[config.mk]
export PLATFORM = sky130hd
export DESIGN_NAME = pc_unit
export DESIGN_NICKNAME = d
export VERILOG_FILES = /design/src/rtl/pc_pkg.sv /design/src/rtl/ras_stack.sv /design/src/rtl/pc_unit.sv
export SDC_FILE = /design/constraint.sdc
export NUM_CORES = 1
export LEC_CHECK = 0
export CAP_MARGIN = 20
export CORE_MARGIN = 2
export CORE_UTILIZATION = 53
export CTS_BUF_LIST = sky130_fd_sc_hd__clkbuf_4 sky130_fd_sc_hd__clkbuf_8
export DETAILED_ROUTE_END_ITERATION = 8
export MAX_ROUTING_LAYER = met4
export PLACE_DENSITY = 0.82
export REMOVE_ABC_BUFFERS = 1
export SYNTH_ARGS = -nofsm -noshare
export SYNTH_HDL_FRONTEND = slang
export SYNTH_SLANG_ARGS = --single-unit
[constraint.sdc]
create_clock -name clk -period 4.4 [get_ports clk]
set_input_delay 0.66 -clock clk [delete_from_list [all_inputs] [get_ports clk]]
set_output_delay 0.66 -clock clk [all_outputs]
set_load 0.05 [all_outputs]
[src/rtl/pc_pkg.sv]
// Shared types and helpers for the fetch-stage program-counter unit:
// operation encoding, request priority decode and the default increment.
package pc_pkg;

    localparam int unsigned DEFAULT_STEP = 4;

    typedef enum logic [2:0] {
        PC_HOLD,
        PC_SEQ,
        PC_BRANCH,
        PC_CALL,
        PC_RET
    } pc_op_e;

    // clr is handled directly by the registers, so it is not part of the decode
    function automatic pc_op_e pc_decode(
        input logic stall,
        input logic ret_en,
        input logic call_en,
        input logic branch_en
    );
        pc_op_e op;
        op = PC_SEQ;
        if (stall) begin
            op = PC_HOLD;
        end else if (ret_en) begin
            op = PC_RET;
        end else if (call_en) begin
            op = PC_CALL;
        end else if (branch_en) begin
            op = PC_BRANCH;
        end
        return op;
    endfunction

endpackage

[src/rtl/ras_stack.sv]
// Circular return-address stack: a push past full silently replaces the oldest
// entry, a pop on empty leaves state untouched; both offences pulse a flag.
module ras_stack #(
    parameter int WIDTH     = 32,
    parameter int RAS_DEPTH = 4
) (
    input  logic             clk,
    input  logic             clr,
    input  logic             push,
    input  logic             pop,
    input  logic [WIDTH-1:0] push_data,
    output logic [WIDTH-1:0] top_data,
    output logic             empty,
    output logic             full,
    output logic             overflow,
    output logic             underflow
);
    localparam int PW = $clog2(RAS_DEPTH);
    localparam int CW = PW + 1;
    localparam logic [CW-1:0] DEPTH_C = CW'(RAS_DEPTH);

    logic [PW-1:0]    ptr_reg, ptr_next;
    logic [CW-1:0]    count_reg, count_next;
    logic             overflow_reg, underflow_reg;
    logic             do_push, do_pop;
    logic [WIDTH-1:0] entry_q [RAS_DEPTH];

    assign empty     = (count_reg == '0);
    assign full      = (count_reg == DEPTH_C);
    assign overflow  = overflow_reg;
    assign underflow = underflow_reg;

    // pop takes precedence if both ever arrive together
    assign do_push = push && !pop;
    assign do_pop  = pop && !empty;

    always_comb begin
        ptr_next   = ptr_reg;
        count_next = count_reg;
        if (do_push) begin
            ptr_next = ptr_reg + 1'b1;
            if (!full) begin
                count_next = count_reg + 1'b1;
            end
        end else if (do_pop) begin
            ptr_next   = ptr_reg - 1'b1;
            count_next = count_reg - 1'b1;
        end
    end

    // entries carry no reset: their contents are meaningless until pushed
    generate
        for (genvar gi = 0; gi < RAS_DEPTH; gi++) begin : g_entry
            logic [WIDTH-1:0] entry_reg;
            always_ff @(posedge clk) begin
                if (do_push && (ptr_next == PW'(gi))) begin
                    entry_reg <= push_data;
                end
            end
            assign entry_q[gi] = entry_reg;
        end
    endgenerate

    assign top_data = entry_q[ptr_reg];

    always_ff @(posedge clk) begin
        if (clr) begin
            ptr_reg       <= '0;
            count_reg     <= '0;
            overflow_reg  <= 1'b0;
            underflow_reg <= 1'b0;
        end else begin
            ptr_reg       <= ptr_next;
            count_reg     <= count_next;
            overflow_reg  <= do_push && full;
            underflow_reg <= pop && empty;
        end
    end

endmodule

[src/rtl/pc_unit.sv]
// Fetch-stage program counter: sequential advance, branch/call redirect,
// stall hold and return through the internal return-address stack.
module pc_unit
    import pc_pkg::*;
#(
    parameter int               WIDTH        = 32,
    parameter int unsigned      STEP         = DEFAULT_STEP,
    parameter logic [WIDTH-1:0] RESET_VECTOR = '0,
    parameter int               RAS_DEPTH    = 4
) (
    input  logic             clk,
    input  logic             clr,
    input  logic             stall,
    input  logic             branch_en,
    input  logic             call_en,
    input  logic             ret_en,
    input  logic [WIDTH-1:0] branch_target,
    output logic [WIDTH-1:0] pc_out,
    output logic             ras_empty,
    output logic             ras_full,
    output logic             ras_overflow,
    output logic             ras_underflow
);
    localparam logic [WIDTH-1:0] STEP_W = WIDTH'(STEP);

    pc_op_e           op;
    logic [WIDTH-1:0] pc_reg, pc_next;
    logic [WIDTH-1:0] seq_pc;
    logic [WIDTH-1:0] ras_top;
    logic             push, pop;

    assign op     = pc_decode(stall, ret_en, call_en, branch_en);
    assign seq_pc = pc_reg + STEP_W;
    assign push   = (op == PC_CALL);
    assign pop    = (op == PC_RET);
    assign pc_out = pc_reg;

    ras_stack #(
        .WIDTH     (WIDTH),
        .RAS_DEPTH (RAS_DEPTH)
    ) u_ras (
        .clk       (clk),
        .clr       (clr),
        .push      (push),
        .pop       (pop),
        .push_data (seq_pc),
        .top_data  (ras_top),
        .empty     (ras_empty),
        .full      (ras_full),
        .overflow  (ras_overflow),
        .underflow (ras_underflow)
    );

    always_comb begin
        pc_next = seq_pc;
        case (op)
            PC_HOLD:           pc_next = pc_reg;
            PC_SEQ:            pc_next = seq_pc;
            PC_BRANCH, PC_CALL: pc_next = branch_target;
            // a return with nothing stacked degrades to a plain advance
            PC_RET:            pc_next = ras_empty ? seq_pc : ras_top;
            default:           pc_next = seq_pc;
        endcase
    end

    always_ff @(posedge clk) begin
        if (clr) begin
            pc_reg <= RESET_VECTOR;
        end else begin
            pc_reg <= pc_next;
        end
    end

endmodule

; Word-level counts from Yosys, hierarchy flattened
; Cells that the tools add are included.
[word_totals]
ff_bits = 167
in_bits = 38
wordCells = 54
[classes]
add_sub_neg = 5
magnitude_cmp = 1
n_eq_ne = 8
mux = 14
bitwise_logic = 1
n_reduce_logical = 16
[op_table]
columns = operator, count
row1 = $mux W32, 3
row2 = $pmux W32 S3, 1
row3 = $bmux W32 S2, 1
row4 = $add A32 B3 Y32 const B, 1
row5 = $mux W3, 5
row6 = $logic_and A1 B1 Y1, 8
row7 = $mux W2, 4
row8 = $eq A3 B2 Y1 const B, 2
row9 = $eq A3 B3 Y1 const B, 2
row10 = $logic_not A3 Y1, 2
row11 = $eq A2 B2 Y1 const B, 2
row12 = $add A3 B1 Y3 const B, 1
row13 = $ge A3 B3 Y1 const B, 1
row14 = $not A2 Y3, 1
row15 = $sub A3 B1 Y3 const B, 1
row16 = $add A2 B1 Y2 const B, 1
row17 = $eq A2 B1 Y1 const B, 1
row18 = $logic_not A1 Y1, 2
row19 = $logic_not A2 Y1, 1
row20 = $ne A2 B2 Y1 const B, 1
row21 = $reduce_and A2 Y1, 1
row22 = $reduce_bool A2 Y1, 1
row23 = $reduce_or A2 Y1, 1
row24 = $sub A2 B1 Y2 const B, 1

; Longest topological paths before layout
[depth]
depth_word = 10
ltp_mapped = 7
depth_no_buf = 6

; Cells and area by module
; Synthesis repeated with hierarchy kept, for this count alone.
[unflattened]
hier_cells = 551
area_unflattened_um2 = 7564.8
[by_module_without_submodules]
columns = module, instances, cells_per_inst, area_per_inst_um2, seq_area_each_um2
row1 = ras_stack, 1, 212, 5007.3, 3983.8
row2 = pc_unit, 1, 339, 2557.5, 640.6

; Least setup slack after synthesis
; No wires, ideal clock.
[synth_timing]
path_kind = input to register
start = input port ret_en
end = register u_ras.g_entry[2].entry_reg[0], enable pin
setup_ps = 468
arrival_ps = 3714
setup_slack_ps = 218
path_stages = 3
n_path_buf = 0
cell_sequence = nor3b_1 inv_1 nor3b_1
[synth_between]
elab_chain_cells = 8
[synth_lines]
columns = element, line
row1 = "start, declared", pc_unit.sv:16  ; input logic ret_en,
row2 = $mux W3 *, pc_pkg.sv:26  ; end else if (ret_en) begin
row3 = $mux W3 *, pc_pkg.sv:24  ; if (stall) begin
row4 = $eq A3 B3 Y1, pc_unit.sv:35  ; assign pop = (op == PC_RET);
row5 = $logic_and A1 B1 Y1 or $logic_not A1 Y1 (tied branches), "ras_stack.sv:35, ras_stack.sv:34"
row6 = $mux W2 or $logic_and A1 B1 Y1 (tied branches), "ras_stack.sv:45, ras_stack.sv:34"
row7 = $mux W2, ras_stack.sv:40  ; if (do_push) begin
row8 = $eq A2 B2 Y1, ras_stack.sv:56  ; if (do_push && (ptr_next == PW'(gi))) begin
row9 = $logic_and A1 B1 Y1 *, ras_stack.sv:56
row10 = "end signal, assigned", ras_stack.sv:57  ; entry_reg <= push_data;
row11 = "end, declared", ras_stack.sv:54  ; logic [WIDTH-1:0] entry_reg;
; Every way passes the cells marked *; elsewhere a longest branch is shown, timed or not.
; A chain may end at the register's enable or synchronous reset.

; Worst setup path in the final report
[layout_timing]
start = register u_ras.count_reg[0]
end = output port ras_empty
[layout_between]
elab_chain_cells = 1
[layout_lines]
columns = element, line
row1 = "start, declared", ras_stack.sv:23  ; logic [CW-1:0] count_reg, count_next;
row2 = "start signal, assigned", ras_stack.sv:74  ; count_reg <= count_next;
row3 = $logic_not A3 Y1, ras_stack.sv:28  ; assign empty = (count_reg == '0);
row4 = "end, declared", pc_unit.sv:19  ; output logic ras_empty,
; Every way passes these cells.

==> impl_metrics.py <==
metrics = {
    "routing": {
        "drt_drc_violations_left": 0,
        "first_pass_iters": 5,
        "num_vias": 4821,
        "final_antenna_net_count": 0,
        "detail_route.wirelength_um": 16290,
        "initialDrtViolationCount": 473,
        "avgRoutedWirePerCell_um": 21.21,
        "route.detailed.vias_per_inst": 6.277,
    },
    "final_layout": {
        "fin_nets": 615,
        "largest_reg_flops": 128,
        "num_antenna_cells": 0,
        "layout-drive-gt1-share": 0.1701,
        "multiInputGateArea_sq_um": 2514,
        "seq_area_sq_um": 4626,
        "fillerInstances": 974,
        "area.growth.synth_to_final_pct": 17.85,
    },
    "place": {
        "port_buffers": 73,
        "dp.final_hpwl_um": 10350,
        "gp_routability_congestion": 0.8048,
    },
    "worst_hold_path": {
        "hold_path.class": "flop to flop",
        "worst_hold_path.num_cells": 2,
    },
    "worst_setup_path": {
        "timing.critical_path.slowest_cell_delay_ns": 0.92,
        "timing.setup.critical_path_class": "flop to output pin",
        "cp.arrival_ns": 2.27,
        "setup.worst_path.end_class": "output pin",
        "crit_slowest_cell": "sky130_fd_sc_hd__clkdlybuf4s50_1",
        "chain_of_cells_forming_the_critical_path": "nor3_1, clkdlybuf4s50_1",
        "required_time_at_the_worst_slack_endpoint_ns": 3.74,
        "rr_worst_depth": 5,
        "worst_setup_path_start_kind": "flop",
        "crit_path_max_fanout": 5,
    },
    "logic_synthesis": {
        "multiplexer_area_fraction_after_synthesis": 0.1060,
        "synthSimpleGateAreaFrac": 0.09207,
        "post_synth_inst_count": 503,
        "main_combinational_cell_family_by_area_after_synthesis": "multiplexers",
        "number_of_distinct_library_cells_after_synthesis": 51,
        "synth_xor_area_frac": 0.03448,
        "yosys_register_bits": 167,
        "synth_compound_gate_area_share": 0.1016,
        "synthArstFlopShare": 0,
        "yosysWarnings": 0,
        "ys_seq_area_frac": 0.6278,
        "synth_top_flop_cell": "sky130_fd_sc_hd__edfxtp_1",
        "number_of_enable_flip_flop_cells_after_synthesis": 128,
        "syn_area_sq_um": 7366,
        "post_synth_adder_cell_area": 0.004417,
        "post_synthesis_average_cell_area_sq_um": 14.64,
    },
    "power": {
        "p_int_mw": 2.514,
        "share_clk_of_total_power": 0.296,
        "max-vdd-ir-drop_uv": 181.6,
        "power.combinational.fraction": 0.172,
        "sw_frac_of_total": 0.2759,
        "power_leakage_nw": 2.802,
        "power_density_of_the_placed_cells_nw_per_um2": 400.0,
        "post-layout-total-power_mw": 3.472,
        "power.net_switching_uw": 958.1,
        "power_frac_seq": 0.532,
    },
    "die": {
        "die_area_sq_um": 14860,
        "std_cell_rows": 43,
        "die_w_um": 121.9,
        "initial_core_util": 0.5369,
        "coreArea_sq_um": 13720,
        "die_y_um": 121.9,
        "boundaryPins": 74,
    },
    "cts": {
        "clock_path_buffers": 2,
        "clock_sink_count": 167,
        "tritoncts": "done",
        "post-cts-setup-buffers": 0,
        "numCtsBuffers": 17,
        "htreeDepth": 4,
        "postCtsResizedCells": 0,
        "insertion_delay_ns": 0.45,
        "ctsHoldBuffers": 0,
        "path_clk_slew_ns": 0.08,
        "clockRootBuffer": "sky130_fd_sc_hd__clkbuf_8",
    },
    "sta": {
        "slew-limit-headroom": 0.3484,
        "rsz_0062_raised_after_global_routing": "no",
        "layout_worst_path_cycle_share": 0.6659,
        "worst_margin_pin_slew_ns": 0.9743,
        "setup_viol": 0,
        "hold_viol": 0,
        "final.min_clock_period_ns": 2.930,
        "holdWs_ns": 0.5156,
        "final_slew_viol_count": 0,
        "final.setup_skew_ns": 0.01698,
        "timing.fmax_mhz": 341.3,
    },
    "job": {
        "cap_viol_max_count": 0,
    },
    "grt": {
        "first_global_vias": 4891,
        "first_pass_grt_wire_length_um": 25730,
        "grt_use_total": 0.2406,
        "antenna_found_initial": 0,
        "gr-total-overflow": 0,
        "pin_count_of_the_biggest_net_entering_global_routing": 66,
    },
    "status": {
        "run_status": "finished clean",
    },
}
cells in the mapped netlist, types with 2 or more instances:
master                      instances  area share
sky130_fd_sc_hd__nor4_4             4       0.012
sky130_fd_sc_hd__nor2b_1            4      0.0034
sky130_fd_sc_hd__nor3_2             2      0.0027
sky130_fd_sc_hd__or4_1              2      0.0020
sky130_fd_sc_hd__a222oi_1           2      0.0027
sky130_fd_sc_hd__nor3_1            15       0.010
sky130_fd_sc_hd__buf_2              9      0.0061
sky130_fd_sc_hd__or3_1              2      0.0017
sky130_fd_sc_hd__xor2_1             8      0.0095
sky130_fd_sc_hd__a211o_1            2      0.0024
sky130_fd_sc_hd__a31oi_1            2      0.0017
sky130_fd_sc_hd__xnor2_1           21       0.025
sky130_fd_sc_hd__clkbuf_1          17      0.0087
sky130_fd_sc_hd__a211oi_1           5      0.0051
sky130_fd_sc_hd__o21ai_0            7      0.0048
sky130_fd_sc_hd__o32ai_1            4      0.0048
sky130_fd_sc_hd__inv_1             27       0.014
sky130_fd_sc_hd__a221o_1           12       0.016
sky130_fd_sc_hd__o21ba_2            2      0.0027
sky130_fd_sc_hd__mux2i_1            6      0.0082
sky130_fd_sc_hd__nor3b_1            5      0.0051
sky130_fd_sc_hd__buf_1              3      0.0015
sky130_fd_sc_hd__nand4_1            4      0.0034
sky130_fd_sc_hd__dfxtp_1           39        0.11
sky130_fd_sc_hd__and3_1             3      0.0025
sky130_fd_sc_hd__nor2_1            23       0.012
sky130_fd_sc_hd__buf_4              2      0.0020
sky130_fd_sc_hd__or2_2              3      0.0025
sky130_fd_sc_hd__nand2b_1           2      0.0017
sky130_fd_sc_hd__edfxtp_1         128        0.52
sky130_fd_sc_hd__a221oi_1          31       0.037
sky130_fd_sc_hd__o21bai_1           3      0.0031
sky130_fd_sc_hd__mux4_2            32       0.098
sky130_fd_sc_hd__a2111oi_0          5      0.0059
sky130_fd_sc_hd__nand4_2            2      0.0034
sky130_fd_sc_hd__nand2_1           24       0.012
sky130_fd_sc_hd__nand3_1           11      0.0075
sky130_fd_sc_hd__o21a_1             3      0.0031
sky130_fd_sc_hd__a21oi_1           12      0.0082
sky130_fd_sc_hd__nor4_1             4      0.0034
cell families after synthesis:
| logic type | Yosys count |
|---|---|
| flip-flops | 167 |
| AND/OR/NAND/NOR | 114 |
| AO/OA/AOI/OAI | 94 |
| buffers and inverters | 59 |
| multiplexers | 38 |
| XOR/XNOR | 29 |
| adder cells (fa/ha/maj) | 2 |
path summary, 6_finish.rpt:
kind	start	endpoint	slack [ns]
min reg2reg	u_ras.count_reg[2]	u_ras.count_reg[2]	0.52
min	u_ras.count_reg[2]	u_ras.count_reg[2]	0.52
max reg2reg	pc_out[2]	u_ras.g_entry[2].entry_reg[24]	1.76
max	u_ras.count_reg[0]	ras_empty	1.47
final cells by class:
type                       instances  share of cell area
sequential                       167              0.5329
timing repair buffer              85             0.09628
inverter                          27             0.01167
tap                              180             0.02594
clock inverter                    11             0.01182
multi-input combinational        277              0.2896
clock buffer                      21             0.03185
routing by layer:
| layer | GRT usage | up-vias | part of all wire |
|---|---|---|---|
| li1 | - | 2143 | - |
| met1 | 0.3113 | 2390 | 0.41 |
| met2 | 0.3722 | 240 | 0.49 |
| met3 | 0.05009 | 48 | 0.070 |
| met4 | 0.1042 | 0 | 0.027 |
| met5 | - | - | 0 |
worst max-delay path, delay by kind of cell, from the launching register on:
kind,cells,cell delay [ns]
buffers and inverters,1,0.92
DFF,1,0.37
and+or+nand+nor,1,0.55
per-stage QoR:
step                setup WS, ns  instances  cell area (sq um)  setup TNS [ns]  utilization
CTS                        1.444        768               8681               0       0.6327
global placement           1.397        735               8274               0       0.6031
detailed placement         1.270        736               8302               0       0.6051
global route               1.377        768               8681               0       0.6327
floorplan                -0.1369        471               7219          -4.380            -
finish                     1.470        768               8681               0       0.6327
power by group through the flow:
stage               registers, mW  clock network [mW]  logic (mW)
floorplan                    1.98                   0       0.272
global placement             1.88                   0       0.565
detailed placement           1.88                   0       0.594
CTS                          1.85                1.05       0.597
global route                 1.86                1.11       0.636
finish                       1.85                1.03       0.596
cell usage in the layout (no fill, tap or decap), drive strengths merged, types with 3 or more instances in the layout:
| master | synthesis | routed |
|---|---|---|
| nor3b | 5 | 5 |
| nor3 | 17 | 17 |
| buf | 15 | 13 |
| nor2b | 4 | 4 |
| clkinv | 0 | 7 |
| a211oi | 5 | 5 |
| inv | 27 | 27 |
| o21bai | 3 | 3 |
| and3 | 3 | 3 |
| a2111oi | 5 | 5 |
| dfxtp | 39 | 39 |
| o32ai | 4 | 4 |
| nand4 | 7 | 7 |
| clkinvlp | 0 | 3 |
| nand2 | 24 | 24 |
| nor4 | 8 | 8 |
| clkbuf | 17 | 21 |
| clkdlybuf4s50 | 0 | 72 |
| mux2i | 6 | 6 |
| or2 | 3 | 3 |
| mux4 | 32 | 32 |
| nor2 | 23 | 23 |
| a221o | 12 | 12 |
| a21oi | 12 | 12 |
| o21ai | 8 | 8 |
| o21a | 3 | 3 |
| xnor2 | 21 | 21 |
| nand3 | 12 | 12 |
| a221oi | 31 | 31 |
| xor2 | 8 | 8 |
| or4 | 3 | 3 |
| edfxtp | 128 | 128 |
Power figures use the tool's default switching activity.
